### src/rtl/rf_wb_if.sv
// Writeback request bundle: two valid/ready requesters (A, B)
// feeding the register-file write arbiter.
interface rf_wb_if #(
  parameter int XLEN = 32,
  parameter int AW   = 5
);
  logic            a_valid;
  logic            a_ready;
  logic [AW-1:0]   a_addr;
  logic [XLEN-1:0] a_data;
  logic            b_valid;
  logic            b_ready;
  logic [AW-1:0]   b_addr;
  logic [XLEN-1:0] b_data;

  modport master (
    output a_valid, a_addr, a_data,
    output b_valid, b_addr, b_data,
    input  a_ready, b_ready
  );

  modport slave (
    input  a_valid, a_addr, a_data,
    input  b_valid, b_addr, b_data,
    output a_ready, b_ready
  );
endinterface

### src/rtl/rf_wb_arbiter.sv
// Register-file write-port owner: zero-sweeps x1..x31 after reset,
// then round-robin arbitrates two writeback requesters.
module rf_wb_arbiter #(
  parameter int XLEN    = 32,
  parameter int AW      = 5,
  parameter int INIT_EN = 1
) (
  input  logic            clock,
  input  logic            reset,
  rf_wb_if.slave          wb,
  output logic            rf_we,
  output logic [AW-1:0]   rf_waddr,
  output logic [XLEN-1:0] rf_wdata,
  output logic            init_done,
  output logic            last_src
);

  localparam logic [0:0] S_INIT = 1'b0;
  localparam logic [0:0] S_RUN  = 1'b1;
  localparam logic [AW-1:0] A_LAST = '1;

  logic [0:0]      r_state;
  logic [AW-1:0]   r_cnt;
  logic            r_we;
  logic [AW-1:0]   r_waddr;
  logic [XLEN-1:0] r_wdata;
  logic            r_init_done;
  logic            r_last;

  logic w_live;
  logic w_gnt_a;
  logic w_gnt_b;

  // Ready is gated by reset so a beat offered during reset is never
  // seen as accepted by its requester.
  assign w_live  = (r_state == S_RUN) & r_init_done & ~reset;
  assign w_gnt_a = w_live & wb.a_valid & (~wb.b_valid | r_last);
  assign w_gnt_b = w_live & wb.b_valid & (~wb.a_valid | ~r_last);

  assign wb.a_ready = w_gnt_a;
  assign wb.b_ready = w_gnt_b;

  assign rf_we     = r_we;
  assign rf_waddr  = r_waddr;
  assign rf_wdata  = r_wdata;
  assign init_done = r_init_done;
  assign last_src  = r_last;

  always_ff @(posedge clock) begin
    if (reset) begin
      r_state     <= S_INIT;
      r_cnt       <= AW'(1);
      r_we        <= 1'b0;
      r_waddr     <= '0;
      r_wdata     <= '0;
      r_init_done <= 1'b0;
      r_last      <= 1'b1;
    end else begin
      unique case (r_state)
        S_INIT: begin
          if (INIT_EN != 0) begin
            r_we    <= 1'b1;
            r_waddr <= r_cnt;
            r_wdata <= '0;
            r_cnt   <= r_cnt + AW'(1);
            if (r_cnt == A_LAST)
              r_state <= S_RUN;
          end else begin
            r_state     <= S_RUN;
            r_init_done <= 1'b1;
          end
        end
        S_RUN: begin
          // First RUN edge closes out the sweep before granting.
          if (!r_init_done) begin
            r_init_done <= 1'b1;
            r_we        <= 1'b0;
          end else begin
            unique case (1'b1)
              w_gnt_a: begin
                r_we    <= (wb.a_addr != '0);
                r_waddr <= wb.a_addr;
                r_wdata <= wb.a_data;
                r_last  <= 1'b0;
              end
              w_gnt_b: begin
                r_we    <= (wb.b_addr != '0);
                r_waddr <= wb.b_addr;
                r_wdata <= wb.b_data;
                r_last  <= 1'b1;
              end
              default: r_we <= 1'b0;
            endcase
          end
        end
        default: r_state <= S_INIT;
      endcase
    end
  end

endmodule

### src/flat_wrapper.sv
// flat-port wrapper written by rule: the top's interface ports become plain ports
module rf_wb_arbiter_flat 
#(
  parameter int XLEN    = 32,
  parameter int AW      = 5,
  parameter int INIT_EN = 1
)
  (clock, reset, rf_we, rf_waddr, rf_wdata, init_done, last_src, wb_a_valid, wb_a_addr, wb_a_data, wb_b_valid, wb_b_addr, wb_b_data, wb_a_ready, wb_b_ready);
  rf_wb_if #(.XLEN(XLEN), .AW(AW)) wb_i ();
  input  logic clock;
  input  logic reset;
  output logic rf_we;
  output logic [AW-1:0] rf_waddr;
  output logic [XLEN-1:0] rf_wdata;
  output logic init_done;
  output logic last_src;
  input wire logic [$bits(wb_i.a_valid)-1:0] wb_a_valid;
  input wire logic [$bits(wb_i.a_addr)-1:0] wb_a_addr;
  input wire logic [$bits(wb_i.a_data)-1:0] wb_a_data;
  input wire logic [$bits(wb_i.b_valid)-1:0] wb_b_valid;
  input wire logic [$bits(wb_i.b_addr)-1:0] wb_b_addr;
  input wire logic [$bits(wb_i.b_data)-1:0] wb_b_data;
  output wire logic [$bits(wb_i.a_ready)-1:0] wb_a_ready;
  output wire logic [$bits(wb_i.b_ready)-1:0] wb_b_ready;
  assign wb_i.a_valid = wb_a_valid;
  assign wb_i.a_addr = wb_a_addr;
  assign wb_i.a_data = wb_a_data;
  assign wb_i.b_valid = wb_b_valid;
  assign wb_i.b_addr = wb_b_addr;
  assign wb_i.b_data = wb_b_data;
  assign wb_a_ready = wb_i.a_ready;
  assign wb_b_ready = wb_i.b_ready;
  rf_wb_arbiter #(.XLEN(XLEN), .AW(AW), .INIT_EN(INIT_EN)) u_core (.clock(clock), .reset(reset), .wb(wb_i), .rf_we(rf_we), .rf_waddr(rf_waddr), .rf_wdata(rf_wdata), .init_done(init_done), .last_src(last_src));
endmodule
### config.mk
export PLATFORM = sky130hd
export DESIGN_NAME = rf_wb_arbiter_flat
export DESIGN_NICKNAME = d
export VERILOG_FILES = /design/src/rtl/rf_wb_if.sv /design/src/rtl/rf_wb_arbiter.sv /design/src/flat_wrapper.sv
export SDC_FILE = /design/constraint.sdc
export NUM_CORES = 1
export LEC_CHECK = 0
export ABC_AREA = 1
export BUFFER_PORTS_ARGS = -buffer_cell sky130_fd_sc_hd__buf_4
export CELL_PAD_IN_SITES_DETAIL_PLACEMENT = 1
export CELL_PAD_IN_SITES_GLOBAL_PLACEMENT = 1
export CORE_ASPECT_RATIO = 0.75
export CORE_UTILIZATION = 32
export CTS_CLUSTER_SIZE = 16
export DETAILED_ROUTE_END_ITERATION = 6
export PLACE_DENSITY_LB_ADDON = 0.3
export SYNTH_ARGS = -nofsm -noshare
export SYNTH_HDL_FRONTEND = slang
export SYNTH_SLANG_ARGS = --single-unit
### constraint.sdc
create_clock -name clock -period 1.6 [get_ports clock]
set_input_delay 0.32 -clock clock [delete_from_list [all_inputs] [get_ports clock]]
set_output_delay 0.32 -clock clock [all_outputs]
set_load 0.01 [all_outputs]
# --- After elaboration in Yosys (flattened, before gate mapping) ---
# Cells that the tools add are included.
totals:
  regBits: 46
  input_bits: 78
  word_cells: 42
classes:
  add_sub_neg: 1
  eq_ne: 3
  n_mux: 13
  bitwise_logic: 13
  n_reduce_logical: 5
ops:
  columns: ["operator", "n"]
  rows:
  - ["case mux 32 bit (2 select lines)", 2]
  - ["two-way mux 32 bit", 1]
  - ["case mux 5 bit (2 select lines)", 2]
  - ["nonzero test 5 bit", 2]
  - ["AND 1 bit", 6]
  - ["case mux 1 bit (2 select lines)", 3]
  - ["adder 5 x 1 -> 5 bit (second input constant)", 1]
  - ["== test 5 bit (second input constant)", 1]
  - ["two-way mux 5 bit", 1]
  - ["inverter 1 bit", 5]
  - ["two-way mux 1 bit", 4]
  - ["inequality test 3 bit (second input constant)", 1]
  - ["AND reduction 3 bit", 1]
  - ["inequality test 2 bit (second input constant)", 1]
  - ["bitwise OR 1 bit", 2]
  - ["AND reduction 2 bit", 1]
  - ["nonzero test 2 bit", 1]

# --- Longest topological paths before layout ---
depth:
  ltp_word: 7
  mapped_depth: 11
  depth_no_buf: 10

# --- Worst setup path before layout ---
# Ideal clock, no wire load.
synth_timing:
  path_kind: "register -> register"
  startpoint: "register u_core.r_init_done (netlist: u_core.init_done)"
  endpoint: "register u_core.r_wdata[10] (netlist: u_core.rf_wdata[10])"
  arrival_ns: 1.310
  setup_slack_ns: 0.151
  path_stages_with_launch: 9
  path_buffers: 1
  synth_period_minus_slack_ns: 1.449
  path_cell_list: "dfxtp_1 -> nand2_4 -> nor2_8 -> nand3_4 -> inv_4 -> nor2_8 -> buf_6 -> nand2_1 -> a21oi_2"
synth_via:
  elab_chain_len: 7
synth_rtl:
  columns: ["element", "line_no", "rtl"]
  rows:
  - ["start, declared", "rf_wb_arbiter.sv:27", "logic r_init_done;"]
  - ["start signal, assigned", "rf_wb_arbiter.sv:56", "r_init_done <= 1'b0;"]
  - ["start signal, assigned", "rf_wb_arbiter.sv:70", "r_init_done <= 1'b1;"]
  - ["start signal, assigned", "rf_wb_arbiter.sv:76", "r_init_done <= 1'b1;"]
  - ["AND 1 bit * (2 in series)", "rf_wb_arbiter.sv:36", "assign w_live = (r_state == S_RUN) & r_init_done & ~reset;"]
  - ["AND 1 bit * (2 in series)", "rf_wb_arbiter.sv:37", "assign w_gnt_a = w_live & wb.a_valid & (~wb.b_valid | r_last);"]
  - ["named net wb_a_ready", "flat_wrapper.sv:23", "output wire logic [$bits(wb_i.a_ready)-1:0] wb_a_ready;"]
  - ["case mux 32 bit (2 select lines)", "rf_wb_arbiter.sv:79", "unique case (1'b1)"]
  - ["two-way mux 32 bit", "rf_wb_arbiter.sv:75", "if (!r_init_done) begin"]
  - ["case mux 32 bit (2 select lines)", "rf_wb_arbiter.sv:59", "unique case (r_state)"]
  - ["end signal, assigned", "rf_wb_arbiter.sv:83", "r_wdata <= wb.a_data;"]
  - ["end signal, assigned", "rf_wb_arbiter.sv:89", "r_wdata <= wb.b_data;"]
  - ["end, declared", "rf_wb_arbiter.sv:26", "logic [XLEN-1:0] r_wdata;"]
# Mark *: on every way through the listed nets, which the timed path passes. The rest lies on a longest branch. The select of a mux whose other input is x is not followed.
# A chain may end at the register's enable or synchronous reset.

# --- Worst setup path in the final report ---
layout_timing:
  startpoint: "register u_core.r_state"
  endpoint: "output port wb_a_ready"
layout_via:
  elab_chain_len: 4
layout_rtl:
  columns: ["element", "line_no", "rtl"]
  rows:
  - ["start, declared", "rf_wb_arbiter.sv:22", "logic [0:0] r_state;"]
  - ["start signal, assigned", "rf_wb_arbiter.sv:51", "r_state <= S_INIT;"]
  - ["start signal, assigned", "rf_wb_arbiter.sv:67", "r_state <= S_RUN;"]
  - ["start signal, assigned", "rf_wb_arbiter.sv:69", "r_state <= S_RUN;"]
  - ["AND 1 bit (2 in series)", "rf_wb_arbiter.sv:36", null]
  - ["AND 1 bit (2 in series)", "rf_wb_arbiter.sv:37", null]
  - ["end, declared", "flat_wrapper.sv:23", null]
# Every way passes these cells.

==> flow_metrics.py <==
metrics = {
    "outcome": {
        "run_status": "complete, no violations",
    },
    "synth": {
        "syn-instance-count": 325,
        "synth.yosys.seq_area_share_pct": 35.9,
        "synthArstFlopShare_pct": 0,
        "synth.area.mux_share_pct": 0,
        "synth-adder-area-share_pct": 0.975,
        "synth_top_flop_cell": "sky130_fd_sc_hd__dfxtp_1",
        "synth_simple_gate_area_share_pct": 26.2,
        "synth_register_bits": 46,
        "main_combinational_cell_family_by_area_after_synthesis": "simple AND/OR/NAND/NOR gates",
        "synth_compound_gate_area_share_pct": 21.9,
        "synth-edff-count": 0,
        "synth_warnings": 0,
        "synth_cell_types": 32,
        "xor_xnor_share_of_the_synthesized_area_pct": 0.341,
        "synthesis.area_per_instance_um2": 7.90,
        "mappedNetlistNets": 405,
        "mappedNetlistArea_um2": 2570,
    },
    "worst_hold_path": {
        "hold_end": "u_core.rf_wdata[5]",
        "hold_path_startpoint": "wb_a_data[5]",
        "worst_hold_path.num_cells": 3,
        "worst_hold_path_type": "input port to flip-flop",
    },
    "place": {
        "dp_hpwl_um": 5620,
        "dp_cells": 536,
        "port-buffer-count": 119,
        "globalplace.congestion": 0.727,
        "placement.cell_area_um2": 3500,
    },
    "timing": {
        "setup_repair_after_global_routing_missed_its_margin": "yes",
        "final_period_minus_worst_setup_slack_ps": 1550,
        "finClkSkew_ps": 4.55,
        "worstMarginPinSlew_ps": 480,
        "timing.final.max_slew_violations": 0,
        "timing_hold_violations_final": 0,
        "slew-limit-headroom_pct": 68.0,
        "setup_viol": 0,
        "post-route-period-util_pct": 97.0,
        "max_clock_freq_ghz": 0.644,
    },
    "finish": {
        "layout-area-overhead-vs-synth_pct": 50.3,
        "post_route_cells_drive_above_1_share_pct": 42.2,
        "num_antenna_cells": 0,
        "design_area_um2": 3860,
        "fin_nets": 534,
        "post_layout_nonfiller_instances": 556,
    },
    "critical_path": {
        "worst-path-max-fanout": 4,
        "cp-start-kind": "flip-flop",
        "setup.reg_to_reg.worst_slack_ps": 70,
        "cp_class": "flip-flop to output pin",
        "reg2reg_to": "u_core.rf_wdata[25]",
        "worstPathArrival_ps": 1230,
        "worst-endpoint-required_ps": 1280,
        "timing.reg2reg.worst_path_depth": 7,
        "timing.critical_path.to_type": "output pin",
        "r2r-start": "u_core.init_done",
        "worstSetupStartpoint": "u_core.r_state",
    },
    "route": {
        "num_vias": 2621,
        "final_wirelength_um": 8390,
        "post_drt_via_cell_ratio": 4.71,
        "avgRoutedWirePerCell_um": 15.1,
        "drt_pre_antenna_iters": 4,
        "dr.first_iter.drc_count": 89,
        "drc_errors": 0,
        "remaining_antenna_violation_count_after_routing": 0,
    },
    "pwr": {
        "p_leak_nw": 1.76,
        "ir_drop_v": 0.000425,
        "cellPowerDensity_nw_per_um2": 650,
    },
    "flow_run": {
        "cap_viol_max_count": 0,
    },
    "cts": {
        "cts_htree_levels": 2,
        "clock_transition_at_path_regs_ps": 90,
        "tritoncts_clock_tree": "done",
        "clkLatencyLatePin_ps": 290,
        "library_cell_used_as_clock_root_buffer": "sky130_fd_sc_hd__clkbuf_8",
        "clock-sinks": 46,
        "number_of_hold_buffers_added_after_cts": 0,
        "tritoncts.num_buffers": 5,
        "cts-root-to-sink-buffers": 2,
    },
    "floorplanning": {
        "num_rows": 27,
        "floorplan.io_pins": 120,
        "design.die.area_um2": 8390,
        "die_height_um": 79.6,
        "core_region_area_um2": 7530,
        "die_width_um": 105,
        "initial_utilization_pct": 34.1,
    },
    "grt": {
        "gr-usage-all-layers_pct": 18.9,
        "grt_start_max_net_pins": 41,
        "number_of_antenna_violations_at_the_first_check_in_global_routing": 0,
        "overflow": 0,
        "grt_first_pass_wirelength_um": 12700,
        "first_global_vias": 2585,
    },
}
## state kept, by name (all words and copies together) (netlist names)
signal,count
u_core.init_done,1
u_core.rf_we,1
u_core.r_state,1
u_core.rf_waddr,5
u_core.last_src,1
u_core.rf_wdata,32
u_core.r_cnt,5
## logic make-up (layout without fill, tap and decap cells)
logic type / after synthesis / after routing
and+or+nand+nor: 139 / 141
DFF: 46 / 46
AOI/OAI and AO/OA: 71 / 71
xor gates and xnor gates: 1 / 1
adders and majority gates: 2 / 2
buffers and inverters: 66 / 194
## cells in the mapped netlist, types with 4 or more instances
cell	n	area, um^2
sky130_fd_sc_hd__o211ai_1	19	143
sky130_fd_sc_hd__a21oi_1	25	125
sky130_fd_sc_hd__inv_1	43	161
sky130_fd_sc_hd__nor3_1	4	20.0
sky130_fd_sc_hd__nor2_1	7	26.3
sky130_fd_sc_hd__buf_6	8	90.1
sky130_fd_sc_hd__nand3_1	13	65.1
sky130_fd_sc_hd__nand2_1	102	383
sky130_fd_sc_hd__dfxtp_1	46	921
sky130_fd_sc_hd__a21oi_2	10	87.6
sky130_fd_sc_hd__o211ai_2	14	175
## power by group
group	leakage [nW]	internal, mW	switching, mW
Clock	0.0714	0.666	0.397
Sequential	0.373	1.16	0.0122
Combinational	1.32	0.159	0.115
Total	1.76	1.98	0.524
## metrics by stage
step	utilization, %	setup TNS (ps)	worst slack, ps	hold WS, ps	power [mW]
after floorplan	-	0	151	443	1.28
after global placement	46.5	0	5.65	452	1.47
after detailed placement	46.5	-366	-60.5	457	1.48
after CTS	49.6	-1.52	-1.52	327	2.54
after global routing	51.2	-15.4	-15.4	325	2.62
final	51.2	0	48.1	329	2.51
## worst max-delay path by stage
stage / end / cells after the start
floorplan: u_core.rf_wdata[10] / 8
global placement: u_core.rf_wdata[25] / 7
detailed placement: u_core.rf_wdata[28] / 7
CTS: wb_a_ready / 5
global route: wb_a_ready / 5
finish: wb_a_ready / 5
## critical path, cell delays in order, from the launching register on
cell and delay (ps):
sky130_fd_sc_hd__dfxtp_4 390, sky130_fd_sc_hd__nand2_4 70, sky130_fd_sc_hd__nor2_8 150, sky130_fd_sc_hd__nand3_4 130, sky130_fd_sc_hd__inv_8 100, sky130_fd_sc_hd__buf_6 100
## layer usage
| metal | track usage [%] | vias up | routed length, um | part of all wire, % |
|---|---|---|---|---|
| met2 | 29.3 | 84 | 3710 | 44 |
| li1 | - | 1300 | - | - |
| met5 | 0 | - | 0 | 0 |
| met1 | 26.8 | 1231 | 4150 | 49 |
| met4 | 3.66 | 0 | 48 | 0.57 |
| met3 | 4.08 | 6 | 485 | 5.8 |
## layout make-up
cell class                      count  area [um^2]
Clock inverter                      2         60.1
Clock buffer                        6         82.6
Fill cell                         931         3680
Multi-Input combinational cell    215         1310
Sequential cell                    46          930
Tap cell                          101          126
Inverter                           47          186
Timing Repair Buffer              139         1160
## timing repair
action | in CTS | in global routing
resized for setup | 4 | 10
hold endpoints to repair | 0 | 0
endpoints found under the setup margin | 35 | 35
buffers inserted | 5 | 4
cloned | 1 | 3
pin swaps | 4 | 11
## placed cells by master, fill, tap and decap left out, types with 2 or more instances in the layout
cell type	count
sky130_fd_sc_hd__o21ai_0	2
sky130_fd_sc_hd__inv_1	43
sky130_fd_sc_hd__a21oi_1	25
sky130_fd_sc_hd__buf_6	3
sky130_fd_sc_hd__dfxtp_1	43
sky130_fd_sc_hd__a21oi_2	10
sky130_fd_sc_hd__dfxtp_4	2
sky130_fd_sc_hd__nand3_4	2
sky130_fd_sc_hd__nor3_1	4
sky130_fd_sc_hd__buf_4	129
sky130_fd_sc_hd__nand2_8	3
sky130_fd_sc_hd__nor2_1	7
sky130_fd_sc_hd__nand2_2	2
sky130_fd_sc_hd__buf_12	5
sky130_fd_sc_hd__bufinv_16	2
sky130_fd_sc_hd__nor2_8	3
sky130_fd_sc_hd__ha_1	2
sky130_fd_sc_hd__o211ai_2	14
sky130_fd_sc_hd__nand2_1	101
sky130_fd_sc_hd__nor2_4	2
sky130_fd_sc_hd__nand2_4	2
sky130_fd_sc_hd__clkbuf_8	6
sky130_fd_sc_hd__nand3_1	13
sky130_fd_sc_hd__o211ai_1	19
No activity file was read; power rests on OpenSTA's default activity.
